`config.mk`:
```
export PLATFORM = sky130hd
export DESIGN_NAME = axi_lite_cmd_master
export DESIGN_NICKNAME = d
export VERILOG_FILES = /design/src/rtl/axi_lite_cmd_pkg.sv /design/src/rtl/axi_timeout_ctr.sv /design/src/rtl/axi_lite_cmd_master.sv
export SDC_FILE = /design/constraint.sdc
export NUM_CORES = 1
export LEC_CHECK = 0
export CAP_MARGIN = 10
export CELL_PAD_IN_SITES_DETAIL_PLACEMENT = 1
export CELL_PAD_IN_SITES_GLOBAL_PLACEMENT = 1
export CORE_AREA = 2 2 89 57
export CTS_BUF_LIST = sky130_fd_sc_hd__clkbuf_4
export CTS_CLUSTER_DIAMETER = 40
export CTS_CLUSTER_SIZE = 10
export DETAILED_ROUTE_END_ITERATION = 10
export DIE_AREA = 0 0 91 59
export PLACE_DENSITY = 0.83
export SKIP_CTS_REPAIR_TIMING = 1
export SYNTH_ARGS = -nofsm -noshare
export SYNTH_HDL_FRONTEND = slang
export SYNTH_SLANG_ARGS = --single-unit
export TNS_END_PERCENT = 100
```
`constraint.sdc`:
```
create_clock -name clk -period 2 [get_ports clk]
set_clock_uncertainty 0.1 [all_clocks]
set_input_delay 0.3 -clock clk [delete_from_list [all_inputs] [get_ports clk]]
set_output_delay 0.3 -clock clk [all_outputs]
set_load 0.01 [all_outputs]
```
`src/rtl/axi_lite_cmd_pkg.sv`:
```
// Shared types and widths for the AXI-lite command master.
// State enum plus address / data / counter widths.
package axi_lite_cmd_pkg;

  localparam int ADDR_W  = 4;
  localparam int WDATA_W = 4;
  localparam int RDATA_W = 8;
  localparam int CNT_W   = 8;

  typedef enum logic [2:0] {
    IDLE,
    WR,
    RD_ADDR,
    RD_DATA,
    RSP
  } state_t;

endpackage

```
`src/rtl/axi_timeout_ctr.sv`:
```
// Handshake wait counter for the AXI-lite command master.
// expired fires on the edge where the count would reach TIMEOUT.
module axi_timeout_ctr
  import axi_lite_cmd_pkg::*;
#(
  parameter int TIMEOUT = 255
) (
  input  logic clk,
  input  logic rst_n,
  input  logic clear,
  input  logic enable,
  output logic expired
);

  localparam logic [CNT_W-1:0] LAST =
    CNT_W'(TIMEOUT - 1);

  logic [CNT_W-1:0] cnt;

  always_ff @(posedge clk or negedge rst_n) begin
    if (!rst_n) begin
      cnt <= '0;
    end else if (clear) begin
      cnt <= '0;
    end else if (enable) begin
      cnt <= cnt + CNT_W'(1);
    end
  end

  // A clear in the same cycle means a handshake, which wins.
  assign expired = enable && !clear &&
                   (cnt == LAST);

endmodule

```
`src/rtl/axi_lite_cmd_master.sv`:
```
// Single-outstanding AXI-lite master driven by a simple command port.
// All outputs come straight from registers; timeouts abort to an error response.
module axi_lite_cmd_master
  import axi_lite_cmd_pkg::*;
#(
  parameter int TIMEOUT = 255
) (
  input  logic               clk,
  input  logic               rst_n,
  input  logic               cmd_valid,
  output logic               cmd_ready,
  input  logic               cmd_write,
  input  logic [ADDR_W-1:0]  cmd_addr,
  input  logic [WDATA_W-1:0] cmd_wdata,
  output logic               rsp_valid,
  input  logic               rsp_ready,
  output logic [RDATA_W-1:0] rsp_rdata,
  output logic               rsp_err,
  output logic               m_arvalid,
  output logic [ADDR_W-1:0]  m_araddr,
  input  logic               s_arready,
  input  logic               s_rvalid,
  input  logic [RDATA_W-1:0] s_rdata,
  output logic               m_rready,
  output logic               m_awvalid,
  output logic [ADDR_W-1:0]  m_awaddr,
  input  logic               s_awready,
  output logic               m_wvalid,
  output logic [WDATA_W-1:0] m_wdata,
  input  logic               s_wready
);

  state_t state, state_n;

  logic [ADDR_W-1:0]  addr_q, addr_n;
  logic [WDATA_W-1:0] wdata_q, wdata_n;
  logic [RDATA_W-1:0] rdata_n;
  logic cmd_ready_n, rsp_valid_n, rsp_err_n;
  logic awvalid_n, wvalid_n;
  logic arvalid_n, rready_n;
  logic aw_hs, w_hs, ar_hs, r_hs;
  logic busy, tmo_clr, tmo;

  assign aw_hs = m_awvalid && s_awready;
  assign w_hs  = m_wvalid && s_wready;
  assign ar_hs = m_arvalid && s_arready;
  assign r_hs  = m_rready && s_rvalid;

  assign busy = (state == WR) ||
                (state == RD_ADDR) ||
                (state == RD_DATA);

  assign tmo_clr = !busy || aw_hs || w_hs ||
                   ar_hs || r_hs;

  axi_timeout_ctr #(
    .TIMEOUT (TIMEOUT)
  ) u_tmo (
    .clk     (clk),
    .rst_n   (rst_n),
    .clear   (tmo_clr),
    .enable  (busy),
    .expired (tmo)
  );

  assign m_awaddr = addr_q;
  assign m_araddr = addr_q;
  assign m_wdata  = wdata_q;

  always_comb begin
    state_n     = state;
    addr_n      = addr_q;
    wdata_n     = wdata_q;
    rdata_n     = rsp_rdata;
    rsp_valid_n = rsp_valid;
    rsp_err_n   = rsp_err;
    awvalid_n   = m_awvalid;
    wvalid_n    = m_wvalid;
    arvalid_n   = m_arvalid;
    rready_n    = m_rready;
    unique case (state)
      IDLE: begin
        if (cmd_valid && cmd_ready) begin
          addr_n  = cmd_addr;
          wdata_n = cmd_wdata;
          if (cmd_write) begin
            state_n   = WR;
            awvalid_n = 1'b1;
            wvalid_n  = 1'b1;
          end else begin
            state_n   = RD_ADDR;
            arvalid_n = 1'b1;
          end
        end
      end
      WR: begin
        awvalid_n = m_awvalid && !aw_hs;
        wvalid_n  = m_wvalid && !w_hs;
        if (!awvalid_n && !wvalid_n) begin
          state_n     = RSP;
          rsp_valid_n = 1'b1;
          rdata_n     = '0;
          rsp_err_n   = 1'b0;
        end else if (tmo) begin
          state_n     = RSP;
          awvalid_n   = 1'b0;
          wvalid_n    = 1'b0;
          rsp_valid_n = 1'b1;
          rdata_n     = '0;
          rsp_err_n   = 1'b1;
        end
      end
      RD_ADDR: begin
        if (ar_hs) begin
          state_n   = RD_DATA;
          arvalid_n = 1'b0;
          rready_n  = 1'b1;
        end else if (tmo) begin
          state_n     = RSP;
          arvalid_n   = 1'b0;
          rsp_valid_n = 1'b1;
          rdata_n     = '0;
          rsp_err_n   = 1'b1;
        end
      end
      RD_DATA: begin
        if (r_hs) begin
          state_n     = RSP;
          rready_n    = 1'b0;
          rsp_valid_n = 1'b1;
          rdata_n     = s_rdata;
          rsp_err_n   = 1'b0;
        end else if (tmo) begin
          state_n     = RSP;
          rready_n    = 1'b0;
          rsp_valid_n = 1'b1;
          rdata_n     = '0;
          rsp_err_n   = 1'b1;
        end
      end
      RSP: begin
        if (rsp_valid && rsp_ready) begin
          state_n     = IDLE;
          rsp_valid_n = 1'b0;
        end
      end
      default: begin
        state_n = IDLE;
      end
    endcase
    cmd_ready_n = (state_n == IDLE);
  end

  always_ff @(posedge clk or negedge rst_n) begin
    if (!rst_n) begin
      state     <= IDLE;
      addr_q    <= '0;
      wdata_q   <= '0;
      cmd_ready <= 1'b0;
      rsp_valid <= 1'b0;
      rsp_rdata <= '0;
      rsp_err   <= 1'b0;
      m_awvalid <= 1'b0;
      m_wvalid  <= 1'b0;
      m_arvalid <= 1'b0;
      m_rready  <= 1'b0;
    end else begin
      state     <= state_n;
      addr_q    <= addr_n;
      wdata_q   <= wdata_n;
      cmd_ready <= cmd_ready_n;
      rsp_valid <= rsp_valid_n;
      rsp_rdata <= rdata_n;
      rsp_err   <= rsp_err_n;
      m_awvalid <= awvalid_n;
      m_wvalid  <= wvalid_n;
      m_arvalid <= arvalid_n;
      m_rready  <= rready_n;
    end
  end

endmodule
```
# After elaboration in Yosys (flattened, before gate mapping)
# Index checks and enable logic that the tools add are counted.
# totals
reg_bits	34
latchBits	0
ramBits	0
mem_bits_ro	0
inputBits	25
elab_cells	105
n_memories	0
# classes
addsub	1
n_mul	0
div	0
order_cmp	0
n_eq_ne	13
n_shift	0
muxes	42
bitwise	0
reduce_logical	37
# op_table
op	n
8-bit two-way mux	6
8-bit case mux with 3 select lines	1
1-bit two-way mux	21
3-bit two-way mux	6
3-bit case mux with 5 select lines	1
2-bit != test, second input constant	6
1-bit logical AND	11
3-bit AND reduction	3
8-bit by 1-bit adder with 8-bit output, second input constant	1
8-bit == test, second input constant	1
1-bit case mux with 2 select lines	4
2-bit nonzero test	4
3-bit by 2-bit == test with 1-bit output, second input constant	2
1-bit zero test	6
3-bit zero test	2
1-bit logical OR	6
3-bit != test, second input constant	2
1-bit case mux with 4 select lines	1
2-bit AND reduction	2
4-bit AND reduction	1
4-bit nonzero test	1
3-bit by 1-bit == test with 1-bit output, second input constant	1
3-bit == test, second input constant	1
1-bit case mux with 3 select lines	1
2 further kinds	2

# Depth between registers and ports, before layout
# Gate-level depths: netlist of the first run.
# logic_depth
word_depth	15
depth_mapped	6
depth_no_buf	5

# By module
# A second synthesis of the first run with hierarchy kept.
# unflattened
cells_unflattened	146
hier_area_um2	1614.0
# by_module_without_submodules
mod	instances	cells_each	area_per_inst_um2
axi_lite_cmd_master	1	105	1201.2
axi_timeout_ctr	1	41	412.9

# Worst setup path after synthesis of the first run
# OpenSTA, ideal clock, no wires.
# synth_path
kind	register -> register
startpoint	register m_wvalid
endpoint	register rsp_rdata[0]
arrival_ns	1.524
required_ns	1.778
setup_slack_ns	0.254
stages_incl_launch_ff	6
n_path_buf	1
synth_period_minus_slack_ns	1.746
cell_sequence	dfrtp_1 nor2b_1 o31a_1 or2_1 clkbuf_1 a32o_1
# synth_between
elab_chain_cells	10
elab_cells_between_ends	16
classes_between	5 x mux; 11 x reduce/logical
# synth_lines
item	line	rtl
start: declaration	axi_lite_cmd_master.sv:28	output logic m_wvalid,
start signal: assignment	axi_lite_cmd_master.sv:176	m_wvalid <= wvalid_n;
1-bit logical AND	axi_lite_cmd_master.sv:45	assign w_hs = m_wvalid && s_wready;
1-bit logical OR (2 in series)	axi_lite_cmd_master.sv:53	assign tmo_clr = !busy || aw_hs || w_hs ||
1-bit logical OR	axi_lite_cmd_master.sv:54	ar_hs || r_hs;
1-bit zero test	axi_timeout_ctr.sv:31	assign expired = enable && !clear &&
1-bit logical AND (2 in series)	axi_timeout_ctr.sv:31	
8-bit two-way mux	n/a	
8-bit two-way mux, on equally long branches	n/a	
8-bit case mux with 3 select lines *	axi_lite_cmd_master.sv:81	unique case (state)
end signal: assignment	axi_lite_cmd_master.sv:173	rsp_rdata <= rdata_n;
end: declaration	axi_lite_cmd_master.sv:17	output logic [RDATA_W-1:0] rsp_rdata,
# Every way passes the cells marked *; elsewhere a longest branch is shown, timed or not. The select of a mux whose other input is x is not followed.
# A chain may end at the register's enable or synchronous reset.

# Worst setup path in the final report of the first run
# layout_path
startpoint	register state[1]
endpoint	register cmd_ready
# layout_between
elab_chain_cells	15
elab_cells_between_ends	23
classes_between	4 x eq/ne; 7 x mux; 12 x reduce/logical
# layout_lines
item	line	rtl
start: declaration	axi_lite_cmd_master.sv:33	state_t state, state_n;
start signal: assignment	axi_lite_cmd_master.sv:168	state <= state_n;
3-bit by 1-bit == test with 1-bit output / 3-bit by 2-bit == test with 1-bit output (equally long branches)	axi_lite_cmd_master.sv:49, axi_lite_cmd_master.sv:81, axi_lite_cmd_master.sv:50	
1-bit logical OR	axi_lite_cmd_master.sv:49	assign busy = (state == WR) ||
1-bit logical OR	axi_lite_cmd_master.sv:50	(state == RD_ADDR) ||
1-bit zero test	axi_lite_cmd_master.sv:53	
1-bit logical OR (3 in series)	axi_lite_cmd_master.sv:53	
1-bit logical OR	axi_lite_cmd_master.sv:54	
1-bit zero test	axi_timeout_ctr.sv:31	
1-bit logical AND (2 in series)	axi_timeout_ctr.sv:31	
3-bit two-way mux	axi_lite_cmd_master.sv:104, axi_lite_cmd_master.sv:118, axi_lite_cmd_master.sv:133	
3-bit two-way mux, on equally long branches	axi_lite_cmd_master.sv:127, axi_lite_cmd_master.sv:99, axi_lite_cmd_master.sv:114	
3-bit case mux with 5 select lines *	axi_lite_cmd_master.sv:81	
3-bit zero test *	axi_lite_cmd_master.sv:151	cmd_ready_n = (state_n == IDLE);
via cmd_ready_n	axi_lite_cmd_master.sv:38	logic cmd_ready_n, rsp_valid_n, rsp_err_n;
end signal: assignment	axi_lite_cmd_master.sv:171	cmd_ready <= cmd_ready_n;
end: declaration	axi_lite_cmd_master.sv:11	output logic cmd_ready,
# Mark *: on every way through the listed nets, which the timed path passes. The rest lies on a longest branch.

==> out/results.txt, run 1 <==
Rows -> 19
Setup WS pre-CTS -> -0.09461 ns
final non-filler cell area -> 0.002256 mm2
EDFF count, synth -> 0
mapped cell area -> 0.001563 mm2
GR Util met3 -> 4.326%
M1 GR Usage -> 23.32%
CTS tree -> built
Die H -> 59 um
largest net degree at the start of global routing -> 35
Reg2Reg Depth -> 6
Synth top area share -> 54.44%
Psw -> 1036 uW
Power per Cell Area -> 1388 mW/mm2
dpl hpwl -> 3411 um
root buffer cell -> clkbuf_4
synth top area cells -> dfrtp_1, mux2_2, a32o_1
total track usage -> 17.90%
Post-Synthesis Cells -> 133
RSZ-0062 raised after global routing -> no
antenna viol nets, final -> 0
Peak VDD IR -> 374.8 uV
maxcap violations -> 0
Die ar. -> 0.005369 mm2
die width -> 91 um
ANT cells -> 0
Clk pwr share -> 20.8%
worst flop-to-flop path startpoint -> state[1]
post-synth cell types -> 38
Arrival @ worst endpoint -> 2.03 ns
io pins -> 52
Synth Flop Type -> dfrtp_1
drt pass-1 iters -> 4
final-layout fill cell count -> 492
Longest Clk Path Bufs -> 2
post-layout worst setup margin -> 0.1175 ns
switch share -> 33.09%
syn avg cell area -> 11.75 um2
proportion of layout cells with a drive suffix above 1 -> 15.18%
DR WL/cell -> 17.58 um
worst reg-to-reg setup slack -> 0.12 ns
Core Area -> 0.004469 mm2
number of antenna violations at the first check in global routing -> 0
Critical Path End Type -> flip-flop
most frequent cells in the layout -> clkdlybuf4s50_1, dfrtp_1, nor2_1
Tmin final -> 1.883 ns
GR Util met2 -> 30.16%
Worst-path clk slew -> 0.12 ns
number of global-route vias before repair -> 1,407
Seq pwr share -> 35.8%
CP required -> 2.15 ns
Final Wtd Congestion -> 0.7969
Async SR Flop Fraction -> 100.0%
Seq/Total Area, Yosys -> 54.44%
GRT Max-Usage Layer -> met2
final setup fails -> 0
Final Power -> 3131 uW
hold crit path type -> in -> async
Pins Over Slew Limit -> 0
Total Wirelength -> 4465 um
Slew @ Worst Pin -> 0.4380 ns
Synth Net Count -> 160
CP max FO -> 10
clock sink count -> 34
post-DR vias/cell -> 5.146
via count -> 1,307
Ys Warns -> 0
Area growth, synth to finish -> 44.36%
number of synthesized register bits -> 34
Sequential Area -> 850.8 um2
worst reg2reg path endpoint -> cmd_ready
Final nets -> 217
max_slew headroom -> 70.80%
Gate power share -> 43.3%
first-pass GRT wire length -> 7265 um
internal power -> 2095 uW
Worst-Skew Late Latency -> 0.35 ns
Multi-input gate area -> 638.1 um2
I/O Buffers -> 51
crit path kind -> reg -> reg
Fin. Hold Viols -> 0
leakage -> 0.0009643 uW
largest area contributor in the netlist -> dfrtp_1
remaining global-route overflow -> 0
initial core utilization -> 34.97%
most common cell after layout, fill and taps aside -> clkdlybuf4s50_1
drc violations -> 0
placed cell areas -> 0.002150 mm2
htree depth -> 2
Peak Freq -> 531.2 MHz
Tcrit/Tclk final -> 94.13%
CTS buffer count -> 5
DR iter-0 viols -> 51
Setup crit start kind -> flip-flop
status -> finished clean
[final cells by class]
class                   instances  area share (%)
clock inverters                 3           3.050
clock buffers                   5           1.664
repair buffers                 58           24.96
flip-flops and latches         34           37.71
multi-input cells              86           28.29
well taps                      63           3.494
inverters                       5          0.8319
[cell families after synthesis]
group	count (synthesis)	synth area share, %
simple gates	45	16.33
flops	34	54.44
compound gates	25	13.77
buf+inv	13	4.724
mux	8	5.765
xor+xnor	6	3.363
fa+ha+maj	2	1.601
[critical path, stage by stage (launching register included)]
cell and delay, ns:
dfrtp_1 0.48, o21ba_2 0.30, nand4_1 0.13, buf_4 0.20
nor3_4 0.04, buf_4 0.17, nor4b_1 0.35
[power by group through the flow]
stage          Combinational, uW  Clock (uW)  Sequential, uW
6_report                    1360         652            1120
2_1_floorplan                568           0            1200
5_1_grt                     1460         689            1160
3_5_place_dp                1360           0            1140
4_1_cts                     1370         660            1120
3_3_place_gp                1300           0            1110
[worst max-delay path by stage]
| stage | start | end | slack (ns) |
|---|---|---|---|
| after CTS | state[1] | cmd_ready | 0.12 |
| after global placement | s_wready | rsp_rdata[4] | -0.02 |
| final | state[1] | cmd_ready | 0.12 |
| after global routing | state[1] | cmd_ready | 0.01 |
| after detailed placement | s_wready | rsp_rdata[4] | -0.09 |
| after floorplan | m_wvalid | rsp_rdata[0] | 0.25 |
[synth_stat cells, types with 2 or more instances]
cell	number
inv_1	5
dfrtp_1	34
buf_2	2
nor2b_1	2
ha_1	2
nand2b_1	2
a32o_1	8
mux2_2	8
xor2_1	6
nand4_1	4
o21ai_0	3
nand2_1	8
nor2_1	14
o311ai_0	4
buf_4	4
nand3_1	5
[through the flow]
| stage | util (%) | setup TNS [ns] | cells | hold WS (ns) |
|---|---|---|---|---|
| after floorplan | - | 0 | 133 | -0.09559 |
| after global placement | 48.10 | -0.1305 | 246 | 0.3619 |
| after detailed placement | 48.10 | -0.6833 | 246 | 0.3806 |
| after CTS | 50.48 | 0 | 254 | 0.2554 |
| after global routing | 50.48 | 0 | 254 | 0.2953 |
| final | 50.48 | 0 | 254 | 0.2433 |
[sequential cells by signal, indices dropped and copies added (netlist names)]
signal     cells
state          3
rsp_rdata      8
u_tmo.cnt      8
m_arvalid      1
m_araddr       4
rsp_err        1
cmd_ready      1
m_wvalid       1
rsp_valid      1
m_wdata        4
m_rready       1
m_awvalid      1
[metal layers]
| layer | part of all wire [%] | vias to the layer above |
|---|---|---|
| li1 | - | 597 |
| met1 | 43 | 659 |
| met2 | 50 | 46 |
| met3 | 6.0 | 5 |
| met4 | 1.0 | 0 |
| met5 | 0 | - |
Power figures use the tool's default switching activity.
==> inputs of run 2 (changes only) <==
--- a/config.mk
+++ b/config.mk
@@ -14,7 +14,7 @@
 export CTS_CLUSTER_SIZE = 10
 export DETAILED_ROUTE_END_ITERATION = 10
 export DIE_AREA = 0 0 91 59
-export PLACE_DENSITY = 0.83
+export PLACE_DENSITY = 0.89
 export SKIP_CTS_REPAIR_TIMING = 1
 export SYNTH_ARGS = -nofsm -noshare
 export SYNTH_HDL_FRONTEND = slang
==> out/results.txt, run 2 (synthesis results as in run 1) <==
number of antenna violations at the first check in global routing -> 0 (unchanged)
drc violations -> 0 (unchanged)
status -> finished clean
CP max-delay cell -> dfrtp_1
DR WL/cell -> 15.96 um (-9.2%)
CP max FO -> 10 (unchanged)
clock sink count -> 34 (unchanged)
leakage -> 0.0009532 uW (-1.1%)
Peak VDD IR -> 575.6 uV (+54%)
total track usage -> 17.46% (-0.44 points)
DR iter-0 viols -> 70 (+37%)
wl on met1 -> 2025 um (+5.2%)
Min Hold Slack -> 0.2537 ns (+0.01045 ns)
Final Power -> 2850 uW (-9.0%)
total negative slack -> 0 ns (unchanged)
Power per Cell Area -> 1277 mW/mm2 (-7.9%)
Arrival @ worst endpoint -> 1.98 ns (-0.05 ns)
root buffer cell -> clkbuf_4
die width -> 91 um (unchanged)
Crit path largest cell delay -> 0.48 ns (about the same)
number of global-route vias before repair -> 1,380 (-1.9%)
Worst-path clk slew -> 0.10 ns (-0.02 ns)
hold crit path type -> in -> async
I/O Buffers -> 51 (unchanged)
Final nets -> 219 (+0.92%)
Pins Over Slew Limit -> 0 (unchanged)
most frequent cells in the layout -> clkdlybuf4s50_1, dfrtp_1, nor2_1
post-layout worst setup margin -> 0.1540 ns (+0.03655 ns)
antenna viol nets, final -> 0 (unchanged)
CP required -> 2.13 ns (-0.02 ns)
Peak Freq -> 541.7 MHz (+2.0%)
CTS tree -> built
CTS buffer count -> 5 (unchanged)
final non-filler cell area -> 0.002231 mm2 (-1.1%)
met3 WL -> 259 um (-3.7%)
highest routed layer -> met4
Slew @ Worst Pin -> 0.5543 ns (+0.1163 ns)
maxcap violations -> 0 (unchanged)
proportion of layout cells with a drive suffix above 1 -> 15.54% (+0.36 points)
Crit path top cell by count -> buf_4
most common cell after layout, fill and taps aside -> clkdlybuf4s50_1
crit path kind -> reg -> reg
Die H -> 59 um (unchanged)
dpl hpwl -> 3062 um (-10%)
RSZ-0062 raised after global routing -> no
Tcrit/Tclk final -> 92.30% (-1.8 points)
Rows -> 19 (unchanged)
Worst-Skew Late Latency -> 0.35 ns (about the same)
Core Area -> 0.004469 mm2 (unchanged)
Area growth, synth to finish -> 42.75%
first-pass GRT wire length -> 7065 um (-2.8%)
io pins -> 52 (unchanged)
Fin. Hold Viols -> 0 (unchanged)
Critical Path End Type -> flip-flop
Setup WS pre-CTS -> -0.09004 ns (+0.004567 ns)
Tmin final -> 1.846 ns (-0.03655 ns)
via count -> 1,298 (-0.69%)
remaining global-route overflow -> 0 (unchanged)
initial core utilization -> 34.97% (unchanged)
Setup crit start kind -> flip-flop
placed cell areas -> 0.002177 mm2 (+1.3%)
Longest Clk Path Bufs -> 2 (unchanged)
Die ar. -> 0.005369 mm2 (unchanged)
Total Wirelength -> 4085 um (-8.5%)
final-layout fill cell count -> 500 (+1.6%)
htree depth -> 2 (unchanged)
final setup fails -> 0 (unchanged)
largest net degree at the start of global routing -> 35 (unchanged)
Largest regs -> rsp_rdata (8), u_tmo.cnt (8)
max_slew headroom -> 62.91% (-7.9 points)
drt pass-1 iters -> 4 (unchanged)
Final Wtd Congestion -> 0.8022 (+0.67%)
post-DR vias/cell -> 5.070 (-1.5%)
ANT cells -> 0 (unchanged)
met2 WL -> 1764 um (-21%)
Cell Chain, Critical Path -> o21ba_2, nand4_1, buf_4, nor3_4, buf_4, o311ai_0
run 2: worst max-delay path, delay by kind of cell, from the launching register on:
family / cells / cell delay (ns)
AOI/OAI and AO/OA: 2 / 0.61
DFF: 1 / 0.48
buffers and inverters: 2 / 0.37
and+or+nand+nor: 2 / 0.16
run 2: worst paths after layout:
| path | startpoint | end | slack [ns] | cells after the start |
|---|---|---|---|---|
| hold / removal | rst_n | m_wdata[2] | 0.25 | 2 |
| setup / recovery | state[1] | m_wvalid | 0.15 | 6 |
| min in group clk | u_tmo.cnt[0] | u_tmo.cnt[0] | 0.40 | 1 |
| max in group asynchronous | rst_n | u_tmo.cnt[1] | 1.23 | 2 |
| setup reg to reg | state[1] | m_wvalid | 0.15 | 6 |
| hold reg to reg | u_tmo.cnt[0] | u_tmo.cnt[0] | 0.40 | 1 |
run 2: metal layers:
layer	vias to the layer above	track usage (%)
li1	602	-
met1	649	24.04
met2	44	25.93
met3	3	7.379
met4	0	3.896
met5	-	0
run 2: cell type report:
class	count	area [um2]	area share (%)
repair buffers	60	590.6	26.47
clock buffers	6	45.04	2.019
multi-input cells	86	638.1	28.60
inverters	5	18.77	0.8413
well taps	63	78.83	3.533
clock inverters	2	8.758	0.3926
flip-flops and latches	34	850.8	38.14
run 2: through the flow:
step | std cells | utilization (%)
2_1_floorplan | 133 | -
3_3_place_gp | 248 | 48.71
3_5_place_dp | 248 | 48.71
4_1_cts | 256 | 49.92
5_1_grt | 256 | 49.92
6_report | 256 | 49.92
run 2: power breakdown:
group,internal [uW],switching (uW)
clock network,145,232
logic,810,554
registers,925,183
